**config.mk**
```make
export PLATFORM = sky130hd
export DESIGN_NAME = mux_scan_ctrl
export DESIGN_NICKNAME = d
export VERILOG_FILES = /design/src/rtl/mux_scan_pkg.sv /design/src/rtl/mux_scan_packer.sv /design/src/rtl/mux_scan_ctrl.sv
export SDC_FILE = /design/constraint.sdc
export NUM_CORES = 1
export LEC_CHECK = 0
export BUFFER_PORTS_ARGS = -buffer_cell sky130_fd_sc_hd__buf_2
export CAP_MARGIN = 10
export CORE_ASPECT_RATIO = 0.7
export CORE_MARGIN = 2
export CORE_UTILIZATION = 55
export DETAILED_ROUTE_END_ITERATION = 6
export HOLD_SLACK_MARGIN = 0.15
export PLACE_DENSITY = 0.81
export SYNTH_ARGS = -nofsm -noshare
export SYNTH_HDL_FRONTEND = slang
export SYNTH_HIERARCHICAL = 1
export SYNTH_SLANG_ARGS = --single-unit
export TNS_END_PERCENT = 20
```
**constraint.sdc**
```tcl
create_clock -name clk -period 2.7 [get_ports clk]
set_clock_uncertainty 0.1 [all_clocks]
set_input_delay 0.405 -clock clk [delete_from_list [all_inputs] [get_ports clk]]
set_output_delay 0.405 -clock clk [all_outputs]
set_load 0.02 [all_outputs]
```
**src/rtl/mux_scan_pkg.sv**
```systemverilog
// Shared state encoding and sizing helpers for the mux scan controller.
// Optional parity output is enabled with the MUX_SCAN_PARITY_EN macro.
package mux_scan_pkg;

    localparam int SEL_W_DEFAULT = 16;

    typedef enum logic [2:0] {
        ST_IDLE,
        ST_SETTLE,
        ST_SAMPLE,
        ST_EMIT,
        ST_DONE
    } scan_state_e;

    // Width needed to count 0..word_w filled bit slots.
    function automatic int bitcnt_width(input int word_w);
        return $clog2(word_w + 1);
    endfunction

endpackage

```
**src/rtl/mux_scan_packer.sv**
```systemverilog
// LSB-first bit packer: shift register, fill counter and word-full flag.
// With MUX_SCAN_PARITY_EN defined it also tracks the XOR of the packed bits.
module mux_scan_packer
    import mux_scan_pkg::*;
#(
    parameter int WORD_W = 8
) (
    input  logic              clk,
    input  logic              rst_n,
    input  logic              wr_en,
    input  logic              wr_bit,
    input  logic              clr,
    output logic [WORD_W-1:0] word,
    output logic              fill_last
`ifdef MUX_SCAN_PARITY_EN
    ,
    output logic              parity
`endif
);

    localparam int BCW = bitcnt_width(WORD_W);
    localparam logic [BCW-1:0] LAST_SLOT = BCW'(WORD_W - 1);

    logic [WORD_W-1:0] shreg_q, shreg_d;
    logic [BCW-1:0]    bitcnt_q, bitcnt_d;
    logic [WORD_W-1:0] slot_hit;

    // One-hot write strobe for the slot addressed by the fill counter.
    for (genvar gi = 0; gi < WORD_W; gi++) begin : g_slot
        assign slot_hit[gi] = wr_en && (bitcnt_q == BCW'(gi));
    end

    always_comb begin
        shreg_d  = shreg_q;
        bitcnt_d = bitcnt_q;
        if (clr) begin
            shreg_d  = '0;
            bitcnt_d = '0;
        end else if (wr_en) begin
            shreg_d  = (shreg_q & ~slot_hit) | (slot_hit & {WORD_W{wr_bit}});
            bitcnt_d = bitcnt_q + 1'b1;
        end
    end

    always_ff @(posedge clk or negedge rst_n) begin
        if (!rst_n) begin
            shreg_q  <= '0;
            bitcnt_q <= '0;
        end else begin
            shreg_q  <= shreg_d;
            bitcnt_q <= bitcnt_d;
        end
    end

    assign word      = shreg_q;
    assign fill_last = (bitcnt_q == LAST_SLOT);

`ifdef MUX_SCAN_PARITY_EN
    logic parity_q, parity_d;

    always_comb begin
        parity_d = parity_q;
        if (clr) begin
            parity_d = 1'b0;
        end else if (wr_en) begin
            parity_d = parity_q ^ wr_bit;
        end
    end

    always_ff @(posedge clk or negedge rst_n) begin
        if (!rst_n) begin
            parity_q <= 1'b0;
        end else begin
            parity_q <= parity_d;
        end
    end

    assign parity = parity_q;
`endif

endmodule

```
**src/rtl/mux_scan_ctrl.sv**
```systemverilog
// Scan sequencer for a wide bit-select mux: walks sel over [base, base+len), samples y, streams packed words.
// Define MUX_SCAN_PARITY_EN to add the out_parity output.
module mux_scan_ctrl
    import mux_scan_pkg::*;
#(
    parameter int SEL_W  = SEL_W_DEFAULT,
    parameter int WORD_W = 8,
    parameter int SETTLE = 1
) (
    input  logic              clk,
    input  logic              rst_n,
    input  logic              start,
    input  logic [SEL_W-1:0]  base,
    input  logic [SEL_W:0]    len,
    output logic [SEL_W-1:0]  sel,
    input  logic              y,
    output logic [WORD_W-1:0] out_data,
    output logic              out_valid,
    input  logic              out_ready,
    output logic              out_last,
    output logic              busy,
    output logic              done
`ifdef MUX_SCAN_PARITY_EN
    ,
    output logic              out_parity
`endif
);

    localparam logic [3:0]  SETTLE_LAST = 4'((SETTLE > 0) ? SETTLE - 1 : 0);
    // Where to go whenever the next bit is due: straight to SAMPLE when no settling is needed.
    localparam scan_state_e NEXT_BIT_ST = (SETTLE == 0) ? ST_SAMPLE : ST_SETTLE;

    scan_state_e      state_q, state_d;
    logic [SEL_W-1:0] sel_q, sel_d;
    logic [SEL_W:0]   remaining_q, remaining_d;
    logic [SEL_W:0]   rem_dec;
    logic [3:0]       settle_cnt_q, settle_cnt_d;
    logic             out_valid_q, out_valid_d;
    logic             out_last_q, out_last_d;
    logic             busy_q, busy_d;
    logic             done_q, done_d;

    logic              pk_wr;
    logic              pk_clr;
    logic              pk_fill_last;
    logic [WORD_W-1:0] pk_word;

    mux_scan_packer #(
        .WORD_W (WORD_W)
    ) u_packer (
        .clk       (clk),
        .rst_n     (rst_n),
        .wr_en     (pk_wr),
        .wr_bit    (y),
        .clr       (pk_clr),
        .word      (pk_word),
        .fill_last (pk_fill_last)
`ifdef MUX_SCAN_PARITY_EN
        ,
        .parity    (out_parity)
`endif
    );

    always_comb begin
        state_d      = state_q;
        sel_d        = sel_q;
        remaining_d  = remaining_q;
        settle_cnt_d = settle_cnt_q;
        out_valid_d  = out_valid_q;
        out_last_d   = out_last_q;
        done_d       = 1'b0;
        pk_wr        = 1'b0;
        pk_clr       = 1'b0;
        rem_dec      = remaining_q - 1'b1;

        case (state_q)
            ST_IDLE: begin
                if (start) begin
                    if (len != '0) begin
                        sel_d        = base;
                        remaining_d  = len;
                        settle_cnt_d = '0;
                        state_d      = NEXT_BIT_ST;
                    end else begin
                        state_d = ST_DONE;
                        done_d  = 1'b1;
                    end
                end
            end
            ST_SETTLE: begin
                if (settle_cnt_q == SETTLE_LAST) begin
                    settle_cnt_d = '0;
                    state_d      = ST_SAMPLE;
                end else begin
                    settle_cnt_d = settle_cnt_q + 1'b1;
                end
            end
            ST_SAMPLE: begin
                pk_wr       = 1'b1;
                remaining_d = rem_dec;
                sel_d       = sel_q + 1'b1;
                if (pk_fill_last || (rem_dec == '0)) begin
                    state_d     = ST_EMIT;
                    out_valid_d = 1'b1;
                    out_last_d  = (rem_dec == '0);
                end else begin
                    state_d = NEXT_BIT_ST;
                end
            end
            ST_EMIT: begin
                // Word, last flag and sel are frozen until the consumer takes the word.
                if (out_ready) begin
                    pk_clr      = 1'b1;
                    out_valid_d = 1'b0;
                    out_last_d  = 1'b0;
                    if (remaining_q == '0) begin
                        state_d = ST_DONE;
                        done_d  = 1'b1;
                    end else begin
                        state_d = NEXT_BIT_ST;
                    end
                end
            end
            ST_DONE: begin
                state_d = ST_IDLE;
            end
            default: begin
                state_d = ST_IDLE;
            end
        endcase

        busy_d = (state_d != ST_IDLE);
    end

    always_ff @(posedge clk or negedge rst_n) begin
        if (!rst_n) begin
            state_q      <= ST_IDLE;
            sel_q        <= '0;
            remaining_q  <= '0;
            settle_cnt_q <= '0;
            out_valid_q  <= 1'b0;
            out_last_q   <= 1'b0;
            busy_q       <= 1'b0;
            done_q       <= 1'b0;
        end else begin
            state_q      <= state_d;
            sel_q        <= sel_d;
            remaining_q  <= remaining_d;
            settle_cnt_q <= settle_cnt_d;
            out_valid_q  <= out_valid_d;
            out_last_q   <= out_last_d;
            busy_q       <= busy_d;
            done_q       <= done_d;
        end
    end

    assign sel       = sel_q;
    assign out_data  = pk_word;
    assign out_valid = out_valid_q;
    assign out_last  = out_last_q;
    assign busy      = busy_q;
    assign done      = done_q;

endmodule

```
==> flow_summary.toml, run 1 <==
[place]
hpwl_mm = 6.00
io_buffers = 65
gp_congestion = 0.905

[logic_synthesis]
synth_top_family_by_area = "simple AND/OR/NAND/NOR gates"
syn_nets = 402
synthArstFlopShare = 1.00
ys.flop_type = "dfrtp_1"
ys_ff_latch = 56
syn_area_mm2 = 0.00331
synth_mux_area_frac = 0.0348
ys_warn_count = 6
synth_xor_area_frac = 0.0265
avgSynthCellArea_um2 = 9.32
netlist_instances = 355
synth-adder-area-share = 0.0340
synth_compound_area_frac = 0.159
ys_seq_area_frac = 0.423
synth_edf_count = 0
synthSimpleGateAreaFrac = 0.283
yosysUniqueCellTypes = 60

[detailed_routing]
drc = 0
wl_per_cell_um = 16.5
wl_mm = 8.19
ant_nets = 0
drtIter0Drc = 257
vias_per_cell = 6.05
via_count = 2995
firstDrtPassIters = 4

[global_route]
antenna_found_initial = 0
grt_usage = 0.257
grt_pass1_vias = 2699
grt_overflow = 0
grt_max_degree = 34
grt_pass1_wl_mm = 13.5

[power_and_ir_drop]
pwr_density_cell_mw_per_mm2 = 1090
total_power_mw = 4.19
ir_drop_uv = 581
pwr-share-clk = 0.111
p_sw_frac = 0.465
p_int_mw = 2.24
switchingPower_mw = 1.95
power_frac_comb = 0.496
cellLeakagePower_nw = 1.76
pwr-share-seq = 0.393

[cts]
clockBufferDepth = 2
cts-root-buf = "clkbuf_8"
cts_tree = "yes"
cts_setup_buffers = 0
post_cts_resize_count = 0
worstSkewPairLatency_ps = 320
numCtsBuffers = 5
clk_pin_slew_ps = 100
cts.sinks = 56
ctsHtreeMaxLevel = 2
ctsHoldBuffers = 1

[floorplanning]
rows = 23
coreArea_mm2 = 0.00576
dieArea_mm2 = 0.00666
start_util = 0.575
pin_count = 66
die_height_um = 68.9
die_x_um = 96.7

[timing]
post-route-period-util = 0.879
drv_slew = 0
period_needed_ps = 2370
setup_viol = 0
finalSetupTns_ps = 0
finalHoldViolCount = 0
rsz0062_at_grt = "no"
slew_headroom = 0.615
tightest_slew_ps = 576
max_clock_freq_ghz = 0.421

[worst_setup_path]
cp_max_fo = 5
arrival_ps = 2480
path_class = "register to register"
start_kind = "register"
end_kind = "register"
cp.required_ps = 2800

[job]
drv_cap = 0

[layout]
regArea_mm2 = 0.00140
diodes = 0
nNetsFinal = 466
layout_commonest_cell = "buf_2"
drive_above_1_share = 0.231
multi_input_area_mm2 = 0.00178
final_cell_mix = "buf_2, dfrtp_1, nand2_1, nor2_1, o21ai_0"
area_growth_pct = 15.9
fill_cells = 487

[worst_hold_path]
hp-class = "input port to register"

[status]
outcome = "completed"
==> area by class of cell <==
cell class | count | area share
well taps | 75 | 0.0245
inverters | 9 | 0.00881
flip-flops and latches | 56 | 0.365
clock buffers | 6 | 0.0189
multi-input cells | 270 | 0.463
repair buffers | 77 | 0.115
clock inverters | 2 | 0.00359
==> flip-flops by register name (all words and copies together) (netlist names) <==
name               cells
u_packer/word          8
state_q                3
out_last               1
settle_cnt_q           4
done                   1
out_valid              1
u_packer/bitcnt_q      4
busy                   1
sel                   16
remaining_q           17
==> synthesized netlist by cell type, drive strengths merged (9+ instances only) <==
| library cell | instances | area, um^2 |
|---|---|---|
| dfrtp | 56 | 1400 |
| nand2 | 40 | 150 |
| nor2 | 35 | 131 |
| o21ai | 18 | 90.1 |
| nand3 | 14 | 75.1 |
| nor3 | 14 | 75.1 |
| clkbuf | 12 | 45.0 |
| a21oi | 10 | 50.1 |
| mux2i | 10 | 100 |
| nand2b | 10 | 62.6 |
| ha | 9 | 113 |
| inv | 9 | 33.8 |
==> cell families (layout without fill, tap and decap cells) <==
logic type / after synthesis / after routing
AND/OR/NAND/NOR: 166 / 166
AO/OA/AOI/OAI: 74 / 74
flip-flops: 56 / 56
buffers and inverters: 29 / 94
multiplexers: 11 / 11
XOR/XNOR: 10 / 10
adder cells (fa/ha/maj): 9 / 9
==> through the flow <==
stage               cell area, um^2  hold WS [ps]   util  cells  setup WS, ps
floorplan                      3310          9.41      -    355           519
global placement               3740           325  0.650    486           226
detailed placement             3740           325  0.650    486           141
CTS                            3840           201  0.667    495           321
global route                   3840           217  0.667    495          60.5
finish                         3840           210  0.667    495           325
==> final timing paths <==
check                                    start              endpoint  depth (start not counted)  slack [ps]
worst max-delay path            remaining_q[0]                  busy                          9         330
worst min-delay path                   base[6]                sel[6]                          3         210
worst max register to register  remaining_q[0]                  busy                          9         330
worst min register to register         sel[15]               sel[15]                          1         380
max in group asynchronous                rst_n       remaining_q[13]                          3        1430
min in group asynchronous                rst_n  u_packer/bitcnt_q[1]                          2         500
==> power by group through the flow <==
stage	Sequential, mW	Combinational (mW)	Clock [mW]
after global routing	1.71	2.30	0.505
final	1.65	2.08	0.464
after floorplan	1.73	1.31	0
after detailed placement	1.64	2.06	0
after global placement	1.63	2.00	0
after CTS	1.63	2.07	0.476
==> worst max-delay path, cell delays in order, from the launching register on <==
cell and delay (ps):
dfrtp_1 450, inv_1 120, ha_1 210, nor4b_1 240
buf_4 170, nand4_1 120, nor2_1 240, a21o_1 160
nand3_1 80, or3b_1 360
==> metal layers <==
metal	global-route usage	vias to the layer above	part of all wire
met4	0.0634	0	0.0074
li1	-	1429	-
met5	0	-	0
met2	0.409	107	0.44
met3	0.0494	5	0.082
met1	0.370	1454	0.47
Note: power is estimated with default switching activity, not from simulation.
==> run 2, diff against run 1 <==
- CORE_MARGIN: 2 -> 1
- clock period: 2.7 -> 2.2 ns (I/O delays scaled with it)
==> run 2 against run 1 <==
Via count increased by 3.4%. Fmax increased by 12%. Total power increased by 30%. Sequential cell count unchanged. Non-clock buffer count increased by 29. Critical path type unchanged. Die area decreased by 4.9%. First-iteration DRC count increased by 22%. Register-to-register slack got worse by 240 ps. Largest power group unchanged. Highest routed layer unchanged.
==> flow_summary.toml, run 2 (synthesis results as in run 1) <==
[status]
outcome = "completed"

[power_and_ir_drop]
pwr_density_cell_mw_per_mm2 = 1330
ir_drop_uv = 830
cellLeakagePower_nw = 1.91

[layout]
final_cell_mix = "buf_2, dfrtp_1, nand2_1, nor2_1, buf_4"
utilization = 0.712
largest_reg_flops = 17
nNetsFinal = 495
regMostFlops = "remaining_q"
layout_commonest_cell = "buf_2"
diodes = 0
area_growth_pct = 23.8
drive_above_1_share = 0.292

[cts]
ctsHtreeMaxLevel = 2
clockBufferDepth = 2
cts_tree = "yes"
worstSkewPairLatency_ps = 310
clk_pin_slew_ps = 100
numCtsBuffers = 5
cts-root-buf = "clkbuf_8"
cts.sinks = 56
cts_setup_buffers = 0

[floorplanning]
die_x_um = 94.7
pin_count = 66
coreArea_mm2 = 0.00576
dieArea_mm2 = 0.00634
die_height_um = 66.9
rows = 23
start_util = 0.575

[worst_setup_path]
arrival_ps = 2270
cp_max_fo = 3
path_class = "register to register"
end_kind = "register"
cp.required_ps = 2350
start_kind = "register"

[place]
hpwl_mm = 5.96
gp_congestion = 0.880
place_ws_ps = -29.1
io_buffers = 65

[global_route]
grt_overflow = 0
grt_max_degree = 57
grt_pass1_vias = 2734
antenna_found_initial = 0
grt_usage = 0.276
grt_pass1_wl_mm = 13.4

[detailed_routing]
firstDrtPassIters = 5
ant_nets = 0
wl_per_cell_um = 15.8
via_count = 3096
vias_per_cell = 5.91
drtIter0Drc = 313
drc = 0
wl_mm = 8.28

[timing]
slew_headroom = 0.522
setup_viol = 0
tightest_slew_ps = 717
drv_slew = 0
max_clock_freq_ghz = 0.473
setup_ws_ps = 84.5
period_needed_ps = 2120
post-route-period-util = 0.962
finalHoldViolCount = 0

[worst_hold_path]
hp-class = "input port to register"

[job]
drv_cap = 0
-- run 2: cell count changes in the layout (fill, tap and decap cells not counted), moves of 2 or more --
cell           delta
nor3_2            +2
nor3_1            -2
inv_2             +2
dlygate4sd3_1     +4
inv_1             -2
buf_12            -2
buf_4            +26
-- run 2: worst max-delay path, cell delays in order (launching register included) --
cell     delay (ps)
dfrtp_1         390
inv_1           100
ha_2            190
nor4b_4         220
nand4_1         170
xor2_1          230
nand4_1         170
nor4_4          330
a221o_1         160
-- run 2: final cells by class --
| type | count | area [um^2] |
|---|---|---|
| Tap cell | 75 | 93.8 |
| Timing Repair Buffer | 106 | 649 |
| Clock buffer | 6 | 82.6 |
| Clock inverter | 2 | 13.8 |
| Inverter | 9 | 33.8 |
| Sequential cell | 56 | 1400 |
| Fill cell | 457 | 1660 |
| Multi-Input combinational cell | 270 | 1820 |
-- run 2: through the flow --
stage | TNS, ps | hold WS [ps] | instances | total power, mW | instance area [um^2]
final | 0 | 155 | 524 | 5.46 | 4100
after global routing | -165 | 153 | 524 | 5.89 | 4100
after CTS | 0 | 151 | 524 | 5.37 | 4060
after detailed placement | -89.3 | 373 | 511 | 4.74 | 3900
after global placement | -11.8 | 360 | 511 | 4.66 | 3900
after floorplan | 0 | -65.6 | 355 | 3.73 | 3310
-- run 2: what timing repair did --
| action | in CTS | in global routing |
|---|---|---|
| resized for setup | 1 | 12 |
| pin swaps | 0 | 4 |
| setup endpoints to repair | 1 | 6 |
| endpoints found under the hold margin | 60 | 0 |
| hold buffers | 5 | 0 |
| cloned | 0 | 0 |
-- run 2: metal layers --
layer / share of wire / up-vias / wire length, um / GRT usage
li1: - / 1493 / - / -
met1: 0.49 / 1458 / 4060 / 0.420
met2: 0.43 / 136 / 3550 / 0.401
met3: 0.071 / 9 / 591 / 0.0559
met4: 0.0079 / 0 / 65 / 0.0568
met5: 0 / - / 0 / 0
-- run 2: path summary, 6_finish.rpt --
path / from / end / slack [ps] / cells past startpoint
hold / removal: base[5] / sel[5] / 160 / 3
setup reg to reg: remaining_q[1] / out_valid / 80 / 8
hold reg to reg: sel[15] / sel[15] / 390 / 1
setup / recovery: remaining_q[1] / out_valid / 80 / 8
min in group asynchronous: rst_n / settle_cnt_q[2] / 590 / 3
max in group asynchronous: rst_n / remaining_q[2] / 920 / 3
-- run 2: power by group --
group | total (mW) | leakage (nW) | switching, mW | internal [mW]
Sequential | 1.96 | 0.694 | 0.501 | 1.46
Combinational | 2.91 | 1.16 | 1.64 | 1.27
Clock | 0.597 | 0.0516 | 0.338 | 0.258
